==> config.mk <==
export PLATFORM = sky130hd
export DESIGN_NAME = nasti_lite_r_packer
export DESIGN_NICKNAME = d
export VERILOG_FILES = /design/src/rtl/nasti_lite_pkg.sv /design/src/rtl/nasti_lite_cmd_fifo.sv /design/src/rtl/nasti_lite_r_packer.sv
export SDC_FILE = /design/constraint.sdc
export NUM_CORES = 1
export LEC_CHECK = 0
export BUFFER_PORTS_ARGS = -buffer_cell sky130_fd_sc_hd__buf_4
export CORE_ASPECT_RATIO = 1.25
export CORE_MARGIN = 3
export CORE_UTILIZATION = 45
export CTS_BUF_LIST = sky130_fd_sc_hd__clkbuf_4 sky130_fd_sc_hd__clkbuf_8 sky130_fd_sc_hd__clkbuf_16
export CTS_CLUSTER_DIAMETER = 120
export DETAILED_ROUTE_END_ITERATION = 8
export PLACE_DENSITY = 0.64
export SYNTH_ARGS = -nofsm -noshare
export SYNTH_HDL_FRONTEND = slang
export SYNTH_SLANG_ARGS = --single-unit
==> constraint.sdc <==
create_clock -name clk -period 4.2 [get_ports clk]
set_input_delay 0.42 -clock clk [delete_from_list [all_inputs] [get_ports clk]]
set_output_delay 0.42 -clock clk [all_outputs]
set_load 0.02 [all_outputs]
==> src/rtl/nasti_lite_pkg.sv <==
// Shared types for the NASTI-lite read packer: FSM state encoding and AXI response codes.
package nasti_lite_pkg;

  typedef enum logic [1:0] {
    ST_IDLE = 2'd0,
    ST_FILL = 2'd1,
    ST_HOLD = 2'd2
  } state_t;

  typedef enum logic [1:0] {
    RESP_OKAY   = 2'd0,
    RESP_EXOKAY = 2'd1,
    RESP_SLVERR = 2'd2,
    RESP_DECERR = 2'd3
  } resp_t;

  // Worst-case merge: a larger code is a more severe response.
  function automatic logic [1:0] resp_max(input logic [1:0] a, input logic [1:0] b);
    return (a > b) ? a : b;
  endfunction

endpackage

==> src/rtl/nasti_lite_cmd_fifo.sv <==
// Command FIFO for the read packer; ready is derived only from the occupancy count.
module nasti_lite_cmd_fifo #(
  parameter int WIDTH = 9,
  parameter int DEPTH = 2
) (
  input  logic             clk,
  input  logic             rst,
  input  logic [WIDTH-1:0] push_data,
  input  logic             push_valid,
  output logic             push_ready,
  input  logic             pop,
  output logic [WIDTH-1:0] head_data,
  output logic             empty
);

  localparam int AW = (DEPTH > 1) ? $clog2(DEPTH) : 1;
  localparam int CW = $clog2(DEPTH + 1);

  logic [WIDTH-1:0] mem [DEPTH];
  logic [AW-1:0]    wr_ptr;
  logic [AW-1:0]    rd_ptr;
  logic [CW-1:0]    count;
  logic             do_push;
  logic             do_pop;

  function automatic logic [AW-1:0] next_ptr(input logic [AW-1:0] p);
    return (p == AW'(DEPTH - 1)) ? '0 : p + 1'b1;
  endfunction

  // A pop in the same cycle does not free a slot for a push at full.
  assign push_ready = (count != CW'(DEPTH));
  assign empty      = (count == '0);
  assign do_push    = push_valid && push_ready;
  assign do_pop     = pop && !empty;
  assign head_data  = mem[rd_ptr];

  always_ff @(posedge clk) begin
    if (do_push) mem[wr_ptr] <= push_data;
  end

  always_ff @(posedge clk or posedge rst) begin
    if (rst) begin
      wr_ptr <= '0;
      rd_ptr <= '0;
      count  <= '0;
    end else begin
      if (do_push) wr_ptr <= next_ptr(wr_ptr);
      if (do_pop)  rd_ptr <= next_ptr(rd_ptr);
      case ({do_push, do_pop})
        2'b10:   count <= count + 1'b1;
        2'b01:   count <= count - 1'b1;
        default: count <= count;
      endcase
    end
  end

endmodule

==> src/rtl/nasti_lite_r_packer.sv <==
// Packs RATIO narrow lite read beats into one NASTI read beat per command burst.
// Define NASTI_LITE_R_PACKER_USER_EN to forward the last lane's user bits.
module nasti_lite_r_packer
  import nasti_lite_pkg::*;
#(
  parameter int ID_WIDTH         = 1,
  parameter int NASTI_DATA_WIDTH = 32,
  parameter int LITE_DATA_WIDTH  = 8,
  parameter int USER_WIDTH       = 1,
  parameter int CMD_DEPTH        = 2
) (
  input  logic                        clk,
  input  logic                        rst,
  input  logic [ID_WIDTH-1:0]         cmd_id,
  input  logic [7:0]                  cmd_len,
  input  logic                        cmd_valid,
  output logic                        cmd_ready,
  input  logic [LITE_DATA_WIDTH-1:0]  lite_r_data,
  input  logic [1:0]                  lite_r_resp,
  input  logic [USER_WIDTH-1:0]       lite_r_user,
  input  logic                        lite_r_valid,
  output logic                        lite_r_ready,
  output logic [ID_WIDTH-1:0]         nasti_r_id,
  output logic [NASTI_DATA_WIDTH-1:0] nasti_r_data,
  output logic [1:0]                  nasti_r_resp,
  output logic                        nasti_r_last,
  output logic [USER_WIDTH-1:0]       nasti_r_user,
  output logic                        nasti_r_valid,
  input  logic                        nasti_r_ready
);

  localparam int RATIO = NASTI_DATA_WIDTH / LITE_DATA_WIDTH;
  localparam int LW    = (RATIO > 1) ? $clog2(RATIO) : 1;

  // Handshakes: a transfer happens on a rising edge where valid and ready are both 1;
  // a source holds its payload stable while valid is high and ready is low.

  state_t                      state;
  state_t                      state_nxt;
  logic [ID_WIDTH-1:0]         head_id;
  logic [7:0]                  head_len;
  logic                        fifo_empty;
  logic                        cmd_pop;
  logic [ID_WIDTH-1:0]         cur_id;
  logic [7:0]                  cur_len;
  logic [7:0]                  beat_cnt;
  logic [LW-1:0]               lane_cnt;
  logic [NASTI_DATA_WIDTH-1:0] data_q;
  logic [1:0]                  resp_q;
  logic                        lane_last;
  logic                        is_last;

  nasti_lite_cmd_fifo #(
    .WIDTH (ID_WIDTH + 8),
    .DEPTH (CMD_DEPTH)
  ) u_cmd_fifo (
    .clk        (clk),
    .rst        (rst),
    .push_data  ({cmd_id, cmd_len}),
    .push_valid (cmd_valid),
    .push_ready (cmd_ready),
    .pop        (cmd_pop),
    .head_data  ({head_id, head_len}),
    .empty      (fifo_empty)
  );

  assign lane_last = (lane_cnt == LW'(RATIO - 1));
  assign is_last   = (beat_cnt == cur_len);

  always_ff @(posedge clk or posedge rst) begin
    if (rst) state <= ST_IDLE;
    else     state <= state_nxt;
  end

  always_comb begin
    state_nxt     = state;
    lite_r_ready  = 1'b0;
    nasti_r_valid = 1'b0;
    cmd_pop       = 1'b0;
    case (state)
      ST_IDLE: if (!fifo_empty) state_nxt = ST_FILL;
      ST_FILL: begin
        lite_r_ready = 1'b1;
        if (lite_r_valid && lane_last) state_nxt = ST_HOLD;
      end
      ST_HOLD: begin
        nasti_r_valid = 1'b1;
        if (nasti_r_ready) begin
          cmd_pop   = is_last;
          state_nxt = is_last ? ST_IDLE : ST_FILL;
        end
      end
      default: state_nxt = ST_IDLE;
    endcase
  end

  // data_q doubles as the lane accumulator; it only changes outside HOLD.
  always_ff @(posedge clk or posedge rst) begin
    if (rst) begin
      cur_id   <= '0;
      cur_len  <= '0;
      beat_cnt <= '0;
      lane_cnt <= '0;
      data_q   <= '0;
      resp_q   <= RESP_OKAY;
    end else begin
      case (state)
        ST_IDLE: if (!fifo_empty) begin
          cur_id   <= head_id;
          cur_len  <= head_len;
          beat_cnt <= '0;
          lane_cnt <= '0;
          data_q   <= '0;
          resp_q   <= RESP_OKAY;
        end
        ST_FILL: if (lite_r_valid) begin
          data_q[lane_cnt*LITE_DATA_WIDTH +: LITE_DATA_WIDTH] <= lite_r_data;
          resp_q   <= resp_max(resp_q, lite_r_resp);
          lane_cnt <= lane_last ? '0 : lane_cnt + 1'b1;
        end
        ST_HOLD: if (nasti_r_ready && !is_last) begin
          beat_cnt <= beat_cnt + 1'b1;
          data_q   <= '0;
          resp_q   <= RESP_OKAY;
        end
        default: ;
      endcase
    end
  end

  assign nasti_r_id   = cur_id;
  assign nasti_r_data = data_q;
  assign nasti_r_resp = resp_q;
  assign nasti_r_last = (state == ST_HOLD) && is_last;

`ifdef NASTI_LITE_R_PACKER_USER_EN
  logic [USER_WIDTH-1:0] user_q;

  // Written on every lane so the value left in HOLD is the last lane's.
  always_ff @(posedge clk or posedge rst) begin
    if (rst)                                 user_q <= '0;
    else if (state == ST_FILL && lite_r_valid) user_q <= lite_r_user;
  end

  assign nasti_r_user = user_q;
`else
  logic unused_user;
  assign unused_user  = ^lite_r_user;
  assign nasti_r_user = '0;
`endif

endmodule

==> out/results.ini, run 1 <==
[drt]
viasPerCell=5.28
dr.first_iter.drc_count=101
dr.pass1.iters=4
drc=0
dr_total_vias=2184
wirelength_mm=6.73
wl_per_cell_um=16.3
ant_nets=0

[placed_design]
dp_hpwl_mm=4.69
numPortBuffers=62
gp_congestion=0.756

[timing]
fin_crit_ps=2460
tightest_slew_ps=1210
drv_slew=0
timing.final.crit_share_pct=58.6
fmax_ghz=0.406
max_slew_margin_pct=19.0
fin_worst_skew_ps=9.75
setup_tns_ps=0
rsz0062_at_grt=no
hold_viol_final=0
finalSetupViolations=0

[cells_and_area]
mostFrequentLayoutCell=buf_4
antennaDiodeCount=0
drive_above_1_share_pct=28.1
final_util_pct=57.8
final_cell_mix=63 x buf_4, 59 x dfrtp_1, 32 x a22o_1, 22 x nand2_1, 18 x edfxtp_1
nets=353
syn_to_final_growth_pct=23.7

[logic_synthesis]
synth_area_leader_cell=dfrtp_1
synthArstFlopShare_pct=76.6
synth_mux_area_share_pct=4.28
synth_top_area_share_pct=44.7
synthAdderAreaFrac_pct=3.03
synthTopCellsByArea=dfrtp_1 45%, edfxtp_1 16%, a22o_1 8.5%
yosysWarnings=0
synth_edf_count=18
synthCells=254
synth-seq-area-share_pct=61.1
synth.avg_cell_area_um2=13.0
yosys.area_share.simple_pct=11.1
synth_top_family_by_area=compound AO/OA/AOI/OAI gates
synth.distinct_cells=40
synthXorXnorAreaFrac_pct=4.51
syn-cell-area_um2=3300
synth_nets=287
synth-main-ff-cell=dfrtp_1
synth_compound_area_share_pct=13.8
ys_ff_latch=77

[floorplan]
die_area_um2=8410
pin_count=65
die_height_um=102
fp.coreArea_um2=7060
num_rows=34
die_w_um=82.6
start_util_pct=46.8

[clock_tree]
cts_tree=built
clock-sinks=77
cts_made_buffers=9
cts_resized=0
root_buffer=clkbuf_8
cts_htree_levels=3
cts_buffer_depth=2
cts_setup_buffers=0
clock_latency_ps=350
cts.hold.buffers_added=0
path_clk_slew_ps=80

[outcome]
status=finished, final reports clean

[critical_path]
ff2ff_path_depth=6
reg2reg_to=nasti_r_data[19]
setup.worst_path.end=nasti_r_data[19]
required_ps=4490
critPathLaunchType=flip-flop
ff2ff_setup_slack_ps=1740
critPathKind=flip-flop to flip-flop
end_kind=flip-flop
crit_arrival_ps=2750
rr_startpoint=lane_cnt[0]
crit_start=lane_cnt[0]
cp_max_fo=8

[power]
power_mw=2.90
ir_drop_mv=0.379
p_leak_nw=1.92
powerDensity_nw_per_um2=711

[global_route]
grt_antenna_before_repair=0
grt_remaining_overflow=0
grt_max_degree=40
grt_pass1_wl_mm=11.0
track_usage_pct=17.5
grt_pass1_vias=2158

[run]
drv_cap=0

[hold_path]
worstHoldPathType=input pin to asynchronous set/reset pin

## logic make-up after synthesis
logic type	count (synthesis)
compound gates	58
xor+xnor	17
fa+ha+maj	8
flops	77
simple gates	62
mux	14
buf+inv	17
other cells	1
## metrics by stage
step	setup slack [ps]	hold WS, ps	std cells	area [um2]
after floorplan	2180	460	254	3300
after detailed placement	1810	479	399	3850
after global routing	1530	234	414	4090
final	1740	223	414	4090
after global placement	1840	476	399	3850
after CTS	1750	233	414	4090
## state kept, by name, indices dropped and copies added (netlist names), 2 cells and up
| register | cells |
|---|---|
| beat_cnt | 8 |
| cur_len | 8 |
| lane_cnt | 2 |
| nasti_r_data | 32 |
| nasti_r_resp | 2 |
| state | 2 |
| u_cmd_fifo.count | 2 |
| u_cmd_fifo.mem | 18 |
## metal layers
| layer | routed length, um | part of all wire [%] | up-vias | global-route usage [%] |
|---|---|---|---|---|
| li1 | - | - | 1051 | - |
| met1 | 2990 | 44 | 1068 | 23.4 |
| met2 | 3320 | 49 | 54 | 27.0 |
| met3 | 295 | 4.4 | 11 | 3.56 |
| met4 | 123 | 1.8 | 0 | 8.68 |
| met5 | 0 | 0 | - | 0 |
## Yosys cell counts (2+ instances only)
| cell type | n |
|---|---|
| a21oi_1 | 4 |
| xor2_1 | 10 |
| clkbuf_1 | 3 |
| dfrtp_1 | 59 |
| nand3_1 | 4 |
| nand2_1 | 22 |
| inv_1 | 9 |
| buf_2 | 2 |
| o21ai_0 | 13 |
| nand3_2 | 2 |
| nor2b_1 | 2 |
| nand4_1 | 3 |
| edfxtp_1 | 18 |
| a22o_1 | 32 |
| ha_1 | 8 |
| o211ai_2 | 4 |
| nor3_1 | 2 |
| nand2b_1 | 3 |
| nor4_4 | 2 |
| nor2_1 | 13 |
| xnor2_1 | 7 |
| mux2i_1 | 13 |
| buf_1 | 2 |
## how the worst min path moves through the flow
stage	to	slack (ps)	depth (start not counted)
2_1_floorplan	u_cmd_fifo.wr_ptr	460	1
3_3_place_gp	u_cmd_fifo.wr_ptr	480	1
3_5_place_dp	u_cmd_fifo.wr_ptr	480	1
4_1_cts	u_cmd_fifo.mem[1][4]	230	1
5_1_grt	u_cmd_fifo.mem[1][4]	230	1
6_report	nasti_r_data[12]	220	2
## power by group
part           leakage, nW  switching [mW]  total [mW]  internal (mW)
registers            0.954           0.168        1.18           1.01
logic                0.851           0.635        1.09          0.451
clock network        0.119           0.259       0.642          0.382
## layout make-up
cell class	instances	area (um2)
timing repair buffer	63	473
fill	611	2980
clock inverter	3	68.8
tap	90	113
multi-input combinational	160	1220
sequential	77	2020
clock buffer	12	164
inverter	9	33.8
## critical path, stage by stage, from the launching register on
cell and delay, ps:
dfrtp_1 500, inv_1 150, ha_1 260, nor2_1 140, nand2_1 90, nor3b_1 980
a22o_1 290
No activity file was read; power rests on OpenSTA's default activity.
==> inputs of run 2 (changes only) <==
--- a/config.mk
+++ b/config.mk
@@ -5,6 +5,7 @@
 export SDC_FILE = /design/constraint.sdc
 export NUM_CORES = 1
 export LEC_CHECK = 0
+export ABC_AREA = 1
 export BUFFER_PORTS_ARGS = -buffer_cell sky130_fd_sc_hd__buf_4
 export CORE_ASPECT_RATIO = 1.25
 export CORE_MARGIN = 3
@@ -12,7 +13,7 @@
 export CTS_BUF_LIST = sky130_fd_sc_hd__clkbuf_4 sky130_fd_sc_hd__clkbuf_8 sky130_fd_sc_hd__clkbuf_16
 export CTS_CLUSTER_DIAMETER = 120
 export DETAILED_ROUTE_END_ITERATION = 8
-export PLACE_DENSITY = 0.64
+export PLACE_DENSITY = 0.66
 export SYNTH_ARGS = -nofsm -noshare
 export SYNTH_HDL_FRONTEND = slang
 export SYNTH_SLANG_ARGS = --single-unit
==> constraint.sdc (replaced) <==
create_clock -name clk -period 2.15 [get_ports clk]
set_input_delay 0.215 -clock clk [delete_from_list [all_inputs] [get_ports clk]]
set_output_delay 0.215 -clock clk [all_outputs]
set_load 0.02 [all_outputs]
==> run 2 against run 1 <==
  * Non-clock buffer count is 16 higher
  * Largest power group is now combinational cells
  * Routed wire length is 15% higher
  * Synthesized cell count is 74% higher
  * Via count is 42% higher
  * Cell area is 13% higher
  * Worst setup slack worse by 1500 ps
  * Clock power is 65% higher
  * Critical path type is now flip-flop to output pin
  * First-iteration DRC count is 8.9% lower
  * Core utilization is 0.22 points lower
==> out/results.ini, run 2 <==
[power]
ir_drop_mv=0.693  ; was 0.379 mV
powerDensity_nw_per_um2=1180  ; was 711 nW/um2
power_mw=5.43  ; was 2.90 mW
p_leak_nw=2.34  ; was 1.92 nW

[timing]
tightest_slew_ps=636  ; was 1210 ps
drv_slew=0  ; unchanged
setup_tns_ps=0  ; unchanged
max_slew_margin_pct=57.5  ; was 19.0%
rsz0062_at_grt=no  ; unchanged
hold_viol_final=0  ; unchanged
finalSetupViolations=0  ; unchanged
fmax_ghz=0.516
fin_worst_skew_ps=14.0  ; was 9.75 ps
fin_crit_ps=1940
timing.final.crit_share_pct=90.2

[cells_and_area]
antennaDiodeCount=0  ; unchanged
drive_above_1_share_pct=22.4  ; was 28.1%
largest_reg_flops=32  ; unchanged
design_area_um2=4620  ; was 4090 um2
mostFrequentLayoutCell=nand2_1  ; was buf_4
nets=546  ; was 353
syn_to_final_growth_pct=21.2  ; was 23.7%
final_cell_mix=137 x nand2_1, 76 x buf_4, 55 x nor2_1, 54 x dfrtp_1  ; was 63 x buf_4, 59 x dfrtp_1, 32 x a22o_1, 22 x nand2_1, 18 x edfxtp_1

[logic_synthesis]
synth.distinct_cells=33  ; was 40
synthCells=441  ; was 254
synth_most_common_cell=nand2_1  ; was dfrtp_1
synth_nets=474  ; was 287
synth_common_cells=137 x nand2_1, 59 x dfrtp_1, 56 x nor2_1  ; was 59 x dfrtp_1, 32 x a22o_1, 22 x nand2_1
yosysWarnings=0  ; unchanged
ys_ff_latch=77  ; unchanged
synth_top_area_share_pct=38.7  ; was 44.7%
synth-main-ff-cell=dfrtp_1  ; unchanged
synthArstFlopShare_pct=76.6  ; unchanged
synth-seq-area-share_pct=52.9  ; was 61.1%
synth.avg_cell_area_um2=8.64  ; was 13.0 um2
syn-cell-area_um2=3810  ; was 3300 um2
synthTopCellsByArea=dfrtp_1 39%, edfxtp_1 14%, nand2_1 13%  ; was dfrtp_1 45%, edfxtp_1 16%, a22o_1 8.5%
synth_edf_count=18  ; unchanged
synth_area_leader_cell=dfrtp_1  ; unchanged

[clock_tree]
clock_latency_ps=350  ; about the same
root_buffer=clkbuf_8  ; unchanged
cts_tree=built  ; unchanged
cts_htree_levels=3  ; unchanged
cts_made_buffers=9  ; unchanged
path_clk_slew_ps=90  ; was 80 ps
clock-sinks=77  ; unchanged
cts_buffer_depth=2  ; unchanged

[drt]
viasPerCell=5.07  ; was 5.28
dr.first_iter.drc_count=92  ; was 101
wirelength_mm=7.76  ; was 6.73 mm
dr.pass1.iters=4  ; unchanged
drc=0  ; unchanged
wl_per_cell_um=12.7  ; was 16.3 um
dr_total_vias=3105  ; was 2184
ant_nets=0  ; unchanged

[critical_path]
end_kind=output pin  ; was flip-flop
critPathLaunchType=flip-flop  ; unchanged
critPathKind=flip-flop to output pin  ; was flip-flop to flip-flop
crit_arrival_ps=1720  ; was 2750 ps
required_ps=1930  ; was 4490 ps
cp_max_fo=9  ; was 8

[floorplan]
pin_count=65  ; unchanged
die_w_um=88.3  ; was 82.6 um
start_util_pct=47.5  ; was 46.8%
fp.coreArea_um2=8020  ; was 7060 um2
die_height_um=109  ; was 102 um
num_rows=36  ; was 34
die_area_um2=9620  ; was 8410 um2

[placed_design]
gp_congestion=0.860  ; was 0.756
placed_area_um2=4370  ; was 3850 um2
numPortBuffers=62  ; unchanged
dp_hpwl_mm=5.83  ; was 4.69 mm

[global_route]
grt_pass1_vias=2850  ; was 2158
grt_antenna_before_repair=0  ; unchanged
grt_max_degree=40  ; unchanged
grt_pass1_wl_mm=13.2  ; was 11.0 mm
grt_remaining_overflow=0  ; unchanged
track_usage_pct=17.4  ; was 17.5%

[hold_path]
worstHoldPathType=input pin to flip-flop  ; was input pin to asynchronous set/reset pin

[run]
drv_cap=0  ; unchanged

[outcome]
status=finished, final reports clean  ; unchanged

run 2: layer usage:
metal | GRT usage, % | part of all wire, % | vias up
li1 | - | - | 1580
met1 | 21.2 | 43 | 1436
met2 | 29.9 | 50 | 74
met3 | 4.08 | 4.5 | 15
met4 | 6.48 | 2.0 | 0
met5 | 0 | 0 | -
run 2: worst paths after layout:
| check | startpoint | end | slack, ps | cells after the start |
|---|---|---|---|---|
| max in group asynchronous | rst | beat_cnt[6] | 1030 | 4 |
| min reg2reg | nasti_r_data[2] | nasti_r_data[2] | 480 | 2 |
| max reg2reg | beat_cnt[3] | u_cmd_fifo.count[1] | 220 | 11 |
| max | beat_cnt[3] | nasti_r_last | 210 | 7 |
| min | cmd_len[6] | u_cmd_fifo.mem[1][6] | 60 | 1 |
| min in group asynchronous | rst | nasti_r_data[14] | 510 | 3 |
run 2: area by class of cell:
cell class | count | area, um2
Tap cell | 95 | 119
Clock inverter | 7 | 66.3
Timing Repair Buffer | 79 | 621
Multi-Input combinational cell | 305 | 1510
Inverter | 41 | 154
Clock buffer | 9 | 124
Fill cell | 752 | 3400
Sequential cell | 77 | 2020
run 2: what timing repair did:
| item | CTS | global route |
|---|---|---|
| resized for setup | 0 | 9 |
| setup endpoints to repair | 0 | 2 |
| endpoints found under the hold margin | 28 | 0 |
| hold buffers | 1 | 0 |
| setup buffers | 0 | 3 |
run 2: where the power goes:
part | leakage [nW] | switching [mW] | internal, mW
Clock | 0.0987 | 0.530 | 0.530
Sequential | 0.940 | 0.218 | 1.85
Combinational | 1.31 | 1.50 | 0.802
Total | 2.34 | 2.24 | 3.19
run 2: cells by family (layout without fill, tap and decap cells):
family                     Yosys count  in the layout  synth area share, %
and+or+nand+nor                    262            262                 30.3
DFF                                 77             77                 52.9
buffers and inverters               59            136                 7.91
AOI/OAI and AO/OA                   23             23                 3.41
xor gates and xnor gates            11             11                 2.72
adders and majority gates            8              8                 2.63
other                                1              1               0.0984
run 2: critical path, cell delays in order (launching register included):
cell,delay (ps)
dfrtp_2,450
xnor2_1,150
nand2_1,100
nor2_4,150
nand3_4,130
buf_4,200
inv_1,60
buf_4,130
run 2: per-stage QoR:
step	hold WS, ps	setup WS, ps	util (%)	instances
after floorplan	314	355	-	441
after global placement	333	236	54.5	593
after detailed placement	341	190	54.5	593
after CTS	34.9	19.3	57.0	610
after global routing	33.1	4.15	57.6	613
final	55.2	211	57.6	613
